File: src/rtl/data_interface.sv
// Avalon-MM master for the MAX10 on-chip flash data port: address load and
// single-word read/write, with auto-increment and a one-cycle done pulse.
module data_interface #(
    parameter int ADDR_W  = 17,
    parameter int BURST_W = 4
) (
    input  logic               clk,
    input  logic               reset,
    input  logic               start_addr,
    input  logic               start_rddata,
    input  logic               start_wrdata,
    input  logic [31:0]        rw_addr,
    input  logic [31:0]        wr_data,
    output logic [31:0]        rd_data,
    output logic               done,
    output logic [ADDR_W-1:0]  Addr,
    output logic               Read,
    output logic               Write,
    output logic [31:0]        WriteData,
    input  logic [31:0]        ReadData,
    input  logic               WaitRequest,
    input  logic               ReadDataValid,
    output logic [BURST_W-1:0] BurstCount
);

    typedef enum logic [2:0] {
        IDLE    = 3'd0,
        RD_REQ  = 3'd1,
        RD_WAIT = 3'd2,
        WR_REQ  = 3'd3,
        DONE    = 3'd4
    } state_t;

    state_t             state_q, state_d;
    logic [ADDR_W-1:0]  addr_q, addr_d;
    logic [31:0]        rd_data_q, rd_data_d;
    logic [31:0]        wdata_q, wdata_d;

    // Only the low ADDR_W bits of rw_addr address the flash.
    logic [31-ADDR_W:0] unused_rw_addr;
    assign unused_rw_addr = rw_addr[31:ADDR_W];

    always_comb begin
        state_d   = state_q;
        addr_d    = addr_q;
        rd_data_d = rd_data_q;
        wdata_d   = wdata_q;
        case (state_q)
            IDLE: begin
                if (start_addr) begin
                    addr_d  = rw_addr[ADDR_W-1:0];
                    state_d = DONE;
                end else if (start_rddata) begin
                    state_d = RD_REQ;
                end else if (start_wrdata) begin
                    wdata_d = wr_data;
                    state_d = WR_REQ;
                end
            end
            RD_REQ: begin
                if (!WaitRequest) state_d = RD_WAIT;
            end
            RD_WAIT: begin
                if (ReadDataValid) begin
                    rd_data_d = ReadData;
                    addr_d    = addr_q + ADDR_W'(1);
                    state_d   = DONE;
                end
            end
            WR_REQ: begin
                // Flash programming can stall here for a long time; Addr and
                // WriteData stay frozen because nothing else updates them.
                if (!WaitRequest) begin
                    addr_d  = addr_q + ADDR_W'(1);
                    state_d = DONE;
                end
            end
            DONE:    state_d = IDLE;
            default: state_d = IDLE;
        endcase
    end

    always_ff @(posedge clk) begin
        if (reset) begin
            state_q   <= IDLE;
            addr_q    <= '0;
            rd_data_q <= '0;
            wdata_q   <= '0;
        end else begin
            state_q   <= state_d;
            addr_q    <= addr_d;
            rd_data_q <= rd_data_d;
            wdata_q   <= wdata_d;
        end
    end

    assign Read       = (state_q == RD_REQ);
    assign Write      = (state_q == WR_REQ);
    assign done       = (state_q == DONE);
    assign Addr       = addr_q;
    assign rd_data    = rd_data_q;
    assign WriteData  = wdata_q;
    assign BurstCount = BURST_W'(1);

endmodule

File: config.mk
export PLATFORM = sky130hd
export DESIGN_NAME = data_interface
export DESIGN_NICKNAME = d
export VERILOG_FILES = /design/src/rtl/data_interface.sv
export SDC_FILE = /design/constraint.sdc
export NUM_CORES = 1
export LEC_CHECK = 0
export CORE_AREA = 4 4 101 103
export DETAILED_ROUTE_END_ITERATION = 10
export DIE_AREA = 0 0 105 107
export PLACE_DENSITY_LB_ADDON = 0.08
export SLEW_MARGIN = 20
export SYNTH_ARGS = -nofsm -noshare
export SYNTH_HDL_FRONTEND = slang
export SYNTH_SLANG_ARGS = --single-unit
File: constraint.sdc
create_clock -name clk -period 1.9 [get_ports clk]
set_input_delay 0.38 -clock clk [delete_from_list [all_inputs] [get_ports clk]]
set_output_delay 0.38 -clock clk [all_outputs]
set_load 0.02 [all_outputs]
# --- Word-level counts from Yosys, hierarchy flattened ---
# Cells that the tools add are included.
# Widths: inputs -> output; s select.
totals:
  register_bits: 84
  latch_bits: 0
  ram_bits: 0
  rom_bits: 0
  input_bits: 103
  output_inout_bits: 88
  elab_cells: 33
  mem_count: 0
op_classes:
  addsub: 1
  mul: 0
  div_mod_pow: 0
  magnitude_cmp: 0
  eq_ne: 9
  shifts: 0
  muxes: 11
  bitwise_logic: 2
  n_reduce_logical: 6
ops:
  columns: ["op", "n"]
  rows:
  - ["$mux 17", 3]
  - ["$pmux 17 s3", 1]
  - ["$mux 3", 6]
  - ["$add 17x1->17 const B", 1]
  - ["$pmux 3 s4", 1]
  - ["$reduce_and 4->1", 3]
  - ["$ne 2x2->1 const B", 4]
  - ["$eq 3x2->1 const B", 2]
  - ["$ne 4x4->1 const B", 1]
  - ["$eq 3x1->1 const B", 1]
  - ["$eq 3x3->1 const B", 1]
  - ["$logic_not 3->1", 1]
  - ["$reduce_bool 3->1", 1]
  - ["$not 1->1", 2]
  - ["$reduce_and 2->1", 1]

# --- Depth between registers and ports, before layout ---
# Gate-level depths: netlist (run 1).
logic_depth:
  ltp_word: 4
  mapped_depth: 8
  mapped_depth_nobuf: 6

# --- Least setup slack after synthesis (run 1) ---
# OpenSTA, ideal clock, no wires.
synth_timing:
  kind: "reg-to-reg"
  from: "reg addr_q[0], in the netlist Addr[0]"
  to: "reg addr_q[14], in the netlist Addr[14]"
  setup_time_ns: 0.070
  t_arrival_ns: 1.761
  required_time_ns: 1.830
  path_slack_ns: 0.069
  path_stages_with_launch: 7
  path_buffers: 0
  period_less_slack_ns: 1.831
  cell_sequence: "dfxtp_1 > ha_1 > nand3_1 > or3_1 > o41ai_1 > nand2_1 > a21oi_1"
synth_via:
  elab_chain_len: 3
  elab_cells_between_ends: 4
  classes_between: "add/sub: 1; mux: 3"
synth_rtl:
  columns: ["element", "line", "text"]
  rows:
  - ["start, declared", "35", "logic [ADDR_W-1:0] addr_q, addr_d;"]
  - ["start signal, assigned", "91", "addr_q <= addr_d;"]
  - ["$add 17x1->17 *", "66, 74", null]
  - ["$mux 17 (on tied branches)", "73, 64", null]
  - ["$pmux 17 s3 *", "48", "case (state_q)"]
# Mark *: on every way between the ends. The rest lies on a longest branch, timed or not. The select of a mux whose other input is x is not followed.
# A chain may end at the register's enable or synchronous reset.

# --- Final worst setup path (run 1) ---
layout_timing:
  from: "reg addr_q[5], in the netlist Addr[5]"
  to: "out Addr[5]"
layout_lines:
  columns: ["element", "line", "text"]
  rows:
  - ["end, declared", "16", "output logic [ADDR_W-1:0] Addr,"]
# No word-level cell between the ends.

==> summary.md, run 1 <==
| Metric | Value |
|---|---|
| Clk pin slew, worst setup/hold paths | 90 ps |
| CTS Sinks | 84 |
| Syn Inst Count | 465 |
| Status | finished clean |
| Commonest non-fill, non-tap cell in the layout | clkdlybuf4s50_1 |
| Drc violations | 0 |
| Sequential cell fraction of total power | 44.4% |
| Crit path max fanout | 5 |
| Worst Hold Depth | 2 |
| NumNets Final | 742 |
| FFs w/ async S/R, synth | 0% |
| Yosys Warn Count | 0 |
| H-tree depth | 3 |
| Total gr overflow | 0 |
| Max VDD drop | 0.5056 mV |
| Max incr delay on CP | 600 ps |
| IO Count | 191 |
| Slowest CP cell | clkdlybuf4s50_1 |
| Net Sw Power | 1.351 mW |
| Sw frac | 30.06% |
| Internal power | 3.142 mW |
| Synth Area in Compound Gates | 20.47% |
| Antenna cells | 0 |
| Worst R2R End | Addr[16] |
| Top cells by area, synth | dfxtp_1 (47%), nand2_1 (16%), a21oi_1 (11%) |
| Initial core utilization | 39.07% |
| Post-CTS Setup Inserts | 0 |
| CTS tree | done |
| Combinational Power Share | 26.9% |
| Root Buffer | clkbuf_8 |
| HP Class | in -> reg |
| Largest net degree at the start of global routing | 42 |
| Die height | 107 um |
| Global-route usage over all layers | 19.08% |
| Number of cell rows | 35 |
| Clk network pwr share | 28.7% |
| Setup TNS | 0 ps |
| Sequential element share of the synthesized area | 46.80% |
| Core box area | 0.009196 mm^2 |
| Slew Limit Fails | 0 |
| Main synth FF type | dfxtp_1 |
| Area Overhead vs Synth | 59.09% |
| Fin. Hold Viols | 0 |
| DRT antenna net count | 0 |
| WL/cell | 14.43 um |
| Post-cts sizing count | 4 |
| First-pass GRT wire length | 17,610 um |
| Post-synthesis mux area share | 0.3134% |
| Seq cells post-synth | 84 |
| Most frequent cells in the layout | clkdlybuf4s50_1 (164), nand2_1 (153), dfxtp_1 (82) |
| Min-delay src | reset |
| Antenna violations before repair | 0 |
| Multi-input gate area | 0.001692 mm^2 |
| Worst r2r path cells | 5 |
| Simple-Gate Fraction of Synth Area | 25.38% |
| Via Count | 3,779 |
| Worst setup EP type | primary output |
| 1st-pass router iterations | 4 |
| Bufs on Longest Clock Path | 2 |
| CP Launch Type | flip-flop |
| Post-synth cell types | 45 |
| DIE AREA | 0.01124 mm^2 |
| Vias in the first global route | 3,544 |
| Worst Skew | 14.64 ps |
| Syn_area_per_cell | 7.728 um^2 |
| Crit-path cells | buf_4 -> clkdlybuf4s50_1 |
| Worst Setup Path Type | reg -> out |
| Yosys top cell area share | 46.80% |
| Aggregate routed wire length | 10,880 um |
| Arr. time, crit path | 1450 ps |
| Mapped Area | 0.003593 mm^2 |
| Count of final setup violators | 0 |
| RSZ-0062 raised after global routing | no |
| Worst Hold Path EP | WriteData[20] |
| Clock Latency Late Sink | 350 ps |
| Die W | 105 um |
| Largest family of logic cells by synthesized area | simple AND/OR/NAND/NOR gates |
| Cell taking the most area after synthesis | dfxtp_1 |
| F_max | 546.8 MHz |
| EDFF count, synth | 0 |
| Pwr dens | 785.9 mW/mm^2 |
| Post-Synth Adder-Cell Area | 0.3482% |
| Port Buffers | 171 |
| Final period utilization | 96.25% |
| LEAKAGE | 2.047 nW |
| Detailed placer's ending HPWL | 8138 um |
| Cts-stage hold buffer count | 0 |
| R2R Path Start | Addr[6] |
| R2R Setup Slk | 140 ps |
| Post-Synth XOR/XNOR Area | 0% |
| MaxCap Viol Count | 0 |
| CTS buffer count | 9 |
| Minimum clock period | 1829 ps |
| Seq. cell area | 0.001684 mm^2 |
| Initial detailed-routing violation count | 144 |
| Fillers | 841 |
| Final Wtd Congestion | 0.8207 |
| Vias/cell | 5.012 |
| Share of cells above drive strength 1 | 9.487% |
| CP required | 1520 ps |
| Power Total | 4.493 mW |
-- power by group through the flow --
stage | Combinational [mW] | Sequential [mW] | Clock [mW]
global route | 1.31 | 2.02 | 1.40
finish | 1.21 | 2.00 | 1.29
CTS | 1.22 | 1.99 | 1.34
detailed placement | 1.22 | 2.03 | 0
global placement | 1.20 | 2.03 | 0
floorplan | 0.479 | 2.16 | 0
-- sequential cells by signal, indices dropped and copies added, names as in the netlist --
register / flops
Addr: 17
state_q: 3
rd_data: 32
WriteData: 32
-- worst max-delay path: cells and delay by family, from the launching register on --
kind | cells | cell delay, ps
buffers and inverters | 2 | 740
DFF | 1 | 350
-- cells by family after synthesis --
family / count (synthesis)
AO/OA/AOI/OAI: 125
adder cells (fa/ha/maj): 1
buffers and inverters: 42
flip-flops: 84
multiplexers: 1
other: 2
AND/OR/NAND/NOR: 210
-- Yosys cell counts (all sizes together), types with 2 or more instances --
| library cell | instances |
|---|---|
| nor2 | 14 |
| buf | 19 |
| a31oi | 2 |
| o32ai | 2 |
| nand3 | 8 |
| nand2b | 4 |
| a211oi | 3 |
| inv | 5 |
| o221a | 2 |
| nand4 | 4 |
| o21ai | 16 |
| a21oi | 86 |
| clkbuf | 18 |
| and2 | 3 |
| and4 | 3 |
| o41ai | 4 |
| nor3 | 5 |
| nand2 | 153 |
| or4 | 2 |
| conb | 2 |
| o21a | 4 |
| or3 | 3 |
| dfxtp | 84 |
| nor3b | 4 |
| nor4 | 3 |
| a41oi | 2 |
-- through the flow --
step                instance area, um^2  hold WS [ps]  cells  utilization [%]  setup slack [ps]
floorplan                          3601         516.0    467                -             68.57
global placement                   5508         440.6    738            59.89            -65.06
detailed placement                 5508         446.7    738            59.89            -108.9
CTS                                5707         388.5    754            62.05             33.40
global route                       5717         387.4    754            62.16             11.51
finish                             5717         405.9    754            62.16             71.25
-- how the worst max path moves through the flow --
stage	from	end	depth (start not counted)
global placement	ReadDataValid	state_q[0]	5
floorplan	Addr[0]	Addr[14]	6
finish	Addr[5]	Addr[5]	2
CTS	Addr[10]	Addr[10]	1
global route	Addr[4]	Addr[4]	2
detailed placement	ReadDataValid	state_q[0]	5
-- final cells by class --
class / instances / area share [%]
timing repair buffer: 197 / 34.67
sequential: 84 / 29.46
clock buffer: 11 / 2.473
clock inverter: 5 / 1.051
multi-input combinational: 341 / 29.59
tap: 111 / 2.429
inverter: 5 / 0.3283
-- per-layer routing --
layer | share of wire (%) | vias up | global-route usage (%)
met4 | 1.3 | 0 | 5.904
met2 | 47 | 142 | 32.22
met3 | 7.6 | 10 | 4.997
met5 | 0 | - | 0
li1 | - | 1912 | -
met1 | 44 | 1715 | 23.87
Note: power is estimated with default switching activity, not from simulation.
==> run 2, diff against run 1 <==
Settings changed: REMOVE_ABC_BUFFERS from default to 1.
==> summary.md, run 2 (synthesis results as in run 1) <==
| Metric | Value |
|---|---|
| NumNets Final | 742 |
| Met3 WL | 812 um |
| Initial detailed-routing violation count | 208 |
| Post-CTS Setup Inserts | 0 |
| CTS Sinks | 84 |
| Slew Limit Fails | 0 |
| Crit path max fanout | 7 |
| Clock Latency Late Sink | 350 ps |
| Area Overhead vs Synth | 59.71% |
| IO Count | 191 |
| Initial core utilization | 39.07% |
| F_max | 547.3 MHz |
| Worst hold margin | 436.7 ps |
| Drc violations | 0 |
| MaxCap Viol Count | 0 |
| Setup TNS | 0 ps |
| First-pass GRT wire length | 16,840 um |
| Vias/cell | 4.980 |
| Commonest non-fill, non-tap cell in the layout | clkdlybuf4s50_1 |
| Number of cell rows | 35 |
| Die height | 107 um |
| Antenna violations before repair | 0 |
| DRT antenna net count | 0 |
| DR WL met2 | 5124 um |
| Cts-stage hold buffer count | 0 |
| Share of cells above drive strength 1 | 9.953% |
| Port Buffers | 171 |
| Wl on met1 | 4680 um |
| Status | finished clean |
| Worst slack at placement | -86.86 ps |
| WP buf/inv | 1 |
| Max incr delay on CP | 650 ps |
| Pwr dens | 776.5 mW/mm^2 |
| Worst Skew | 11.65 ps |
| Largest net degree at the start of global routing | 48 |
| Slowest CP cell | clkdlybuf4s50_1 |
| Final Cell Area | 0.005739 mm^2 |
| Fillers | 836 |
| Root Buffer | clkbuf_8 |
| DP Area | 0.005520 mm^2 |
| Total gr overflow | 0 |
| Vias in the first global route | 3,488 |
| H-tree depth | 3 |
| CP required | 1520 ps |
| 1st-pass router iterations | 4 |
| Worst Setup Path Type | reg -> out |
| CP Launch Type | flip-flop |
| DIE AREA | 0.01124 mm^2 |
| LEAKAGE | 2.072 nW |
| Crit-path cells | clkdlybuf4s50_1 |
| Die W | 105 um |
| Crit-path leading delay family | buffers and inverters |
| Global-route usage over all layers | 18.22% |
| Final worst setup slack | 72.90 ps |
| Clk pin slew, worst setup/hold paths | 90 ps |
| Worst setup EP type | primary output |
| Final period utilization | 96.16% |
| Via Count | 3,755 |
| Max VDD drop | 0.3422 mV |
| Antenna cells | 0 |
| Bufs on Longest Clock Path | 2 |
| Aggregate routed wire length | 10,780 um |
| Minimum clock period | 1827 ps |
| Arr. time, crit path | 1450 ps |
| HP Class | in -> reg |
| Utilization after layout | 62.41% |
| Most frequent cells in the layout | clkdlybuf4s50_1 (163), nand2_1 (153), dfxtp_1 (82) |
| RSZ-0062 raised after global routing | yes |
| Detailed placer's ending HPWL | 7723 um |
| Fin. Hold Viols | 0 |
| CTS buffer count | 9 |
| Core box area | 0.009196 mm^2 |
| Top sig layer | met4 |
| CTS tree | done |
| Count of final setup violators | 0 |
| WL/cell | 14.29 um |
| Final Wtd Congestion | 0.8185 |
-- run 2: repair_timing --
| item | 4_1_cts | 5_1_grt |
|---|---|---|
| endpoints found under the setup margin | 3 | 5 |
| pin swaps | 0 | 0 |
| cloned | 0 | 0 |
| endpoints found under the hold margin | 0 | 0 |
| gates resized for setup | 5 | 6 |
-- run 2: worst register-to-register path, delay by kind of cell (launching register included) --
| kind | cells | cell delay (ps) |
|---|---|---|
| AO/OA/AOI/OAI | 2 | 500 |
| AND/OR/NAND/NOR | 3 | 690 |
| adder cells (fa/ha/maj) | 1 | 220 |
| flip-flops | 1 | 350 |
-- run 2: worst paths after layout --
check / end / from / slack (ps) / depth (start not counted)
max reg2reg: Addr[14] / Addr[0] / 70 / 6
min reg2reg: WriteData[17] / WriteData[17] / 460 / 2
min: Addr[10] / reset / 440 / 2
max: Addr[8] / Addr[8] / 70 / 1
-- run 2: area by class of cell --
class	instances	area, um^2	area share, %
multi-input combinational	341	1707	29.74
clock inverter	5	43.79	0.7630
clock buffer	11	151.4	2.638
sequential	84	1684	29.34
tap	111	138.9	2.420
timing repair buffer	197	1996	34.77
inverter	5	18.77	0.3270
-- run 2: layer usage --
metal / vias up / track usage, %
li1: 1911 / -
met4: 0 / 5.155
met3: 10 / 5.659
met5: - / 0
met2: 129 / 30.38
met1: 1705 / 22.72
-- run 2: report_power, final --
part / internal [mW] / switching (mW) / total (mW)
Sequential: 1.88 / 0.111 / 1.99
Clock: 0.563 / 0.684 / 1.25
Combinational: 0.615 / 0.600 / 1.21
Total: 3.06 / 1.39 / 4.46
-- run 2: metrics by stage --
step | power, mW | instances
2_1_floorplan | 2.552 | 430
3_3_place_gp | 3.233 | 738
3_5_place_dp | 3.252 | 738
4_1_cts | 4.514 | 754
5_1_grt | 4.708 | 754
6_report | 4.457 | 754
==> run 3, diff against run 2 <==
Settings changed: CORE_AREA 4 4 101 103 to 4 4 105 107, DIE_AREA 0 0 105 107 to 0 0 109 111, SLEW_MARGIN 20 to 10.
Clock period 1.9 ns to 1.5 ns, I/O delays scaled along.
==> summary.md, run 3 (synthesis results as in run 1) <==
| Metric | Value |
|---|---|
| CP required | 1740 ps |
| RSZ-0062 raised after global routing | yes |
| Placed cell count | 784 |
| Share of cells above drive strength 1 | 36.23% |
| Max VDD drop | 0.4982 mV |
| DIE AREA | 0.01210 mm^2 |
| Commonest non-fill, non-tap cell in the layout | nand2_1 |
| Drc violations | 0 |
| R2R Setup Slk | -200 ps |
| Detailed placer's ending HPWL | 8217 um |
| Status | finished, violations left |
| H-tree depth | 3 |
| Global-route usage over all layers | 20.58% |
| MaxCap Viol Count | 0 |
| Largest net degree at the start of global routing | 45 |
| Port Buffers | 171 |
| Worst Setup Path Type | reg -> reg |
| Most frequent cells in the layout | nand2_1 (106), clkdlybuf4s50_1 (86), dfxtp_1 (75) |
| CTS buffer count | 9 |
| CTS tree | done |
| Antenna violations before repair | 0 |
| Die W | 109 um |
| NumNets Final | 789 |
| Root Buffer | clkbuf_8 |
| Worst R2R End | WriteData[20] |
| Power Total | 6.440 mW |
| Count of final setup violators | 71 |
| DRT antenna net count | 0 |
| Final Cell Area | 0.006973 mm^2 |
| Fin. Hold Viols | 0 |
| Pwr dens | 923.6 mW/mm^2 |
| Crit-path cells | or4_4 -> nor2_4 -> buf_6 -> nand2_8 -> clkbuf_16 -> nand2_2 -> a21oi_2 |
| Failing checks | negative setup slack |
| Initial detailed-routing violation count | 262 |
| Vias/cell | 4.972 |
| Clock Latency Late Sink | 350 ps |
| Arr. time, crit path | 1940 ps |
| IO Count | 191 |
| First-pass GRT wire length | 19,950 um |
| Worst r2r path cells | 7 |
| Via Count | 4,107 |
| Clk pin slew, worst setup/hold paths | 90 ps |
| Max incr delay on CP | 570 ps |
| Antenna cells | 0 |
| LEAKAGE | 3.011 nW |
| Min-delay src | reset |
| Total gr overflow | 0 |
| Final non-filler cell total | 826 |
| Core box area | 0.01014 mm^2 |
| Crit-path leading delay family | simple AND/OR/NAND/NOR gates |
| HP Class | in -> reg |
| Final worst setup slack | -204.6 ps |
| Utilization after layout | 68.78% |
| R2R Path Start | state_q[2] |
| Worst setup EP type | flip-flop |
| Worst setup startpoint | state_q[2] |
| Worst slack at placement | -428.7 ps |
| Setup TNS | -6567 ps |
| Cts-stage hold buffer count | 0 |
| Final Wtd Congestion | 0.7893 |
| WP buf/inv | 2 |
| Area Overhead vs Synth | 94.05% |
| 1st-pass router iterations | 6 |
| Worst hold margin | 325.0 ps |
| F_max | 586.6 MHz |
| Minimum clock period | 1705 ps |
| Slowest CP cell | or4_4 |
| CTS Sinks | 84 |
| Initial core utilization | 35.44% |
| DP Area | 0.005722 mm^2 |
| CP Launch Type | flip-flop |
| Aggregate routed wire length | 13,460 um |
| Worst Hold Path EP | WriteData[5] |
| Die height | 111 um |
| WL/cell | 16.30 um |
| Final period utilization | 113.6% |
| Bufs on Longest Clock Path | 2 |
| Worst Hold Depth | 2 |
| Slew Limit Fails | 0 |
| Vias in the first global route | 4,050 |
| Worst Skew | 13.59 ps |
| Crit path max fanout | 8 |
| Number of cell rows | 37 |
-- run 3: worst max-delay path by stage --
stage	to	slack [ps]	depth (start not counted)
2_1_floorplan	rd_data[0]	-1640	4
3_3_place_gp	state_q[0]	-390	5
3_5_place_dp	state_q[0]	-430	5
4_1_cts	Addr[11]	-150	6
5_1_grt	Addr[11]	-260	6
6_report	WriteData[20]	-200	7
-- run 3: routing by layer --
metal	vias to the layer above	track usage (%)	routed length (um)	share of wire, %
met3	23	4.077	866	6.4
met1	1933	25.34	5511	41
li1	2008	-	-	-
met2	143	35.14	6756	50
met5	-	0	0	0
met4	0	7.323	328	2.4
-- run 3: cell type report --
class | count | area (um^2)
clock buffer | 10 | 127.6
sequential | 84 | 1700
tap | 136 | 170.2
inverter | 5 | 18.77
fill | 846 | 3166
multi-input combinational | 341 | 2431
timing repair buffer | 244 | 2452
clock inverter | 6 | 72.57
-- run 3: repair_timing --
item,CTS,global route
hold endpoints to repair,0,0
endpoints found under the setup margin,168,95
buffers inserted,11,12
pin swaps,29,87
gates resized for setup,182,159
cloned,8,1
-- run 3: power by group --
part	internal (mW)	leakage, nW	switching (mW)
logic	1.13	2.23	1.14
registers	2.39	0.687	0.122
clock network	0.788	0.0910	0.870
total	4.31	3.01	2.13
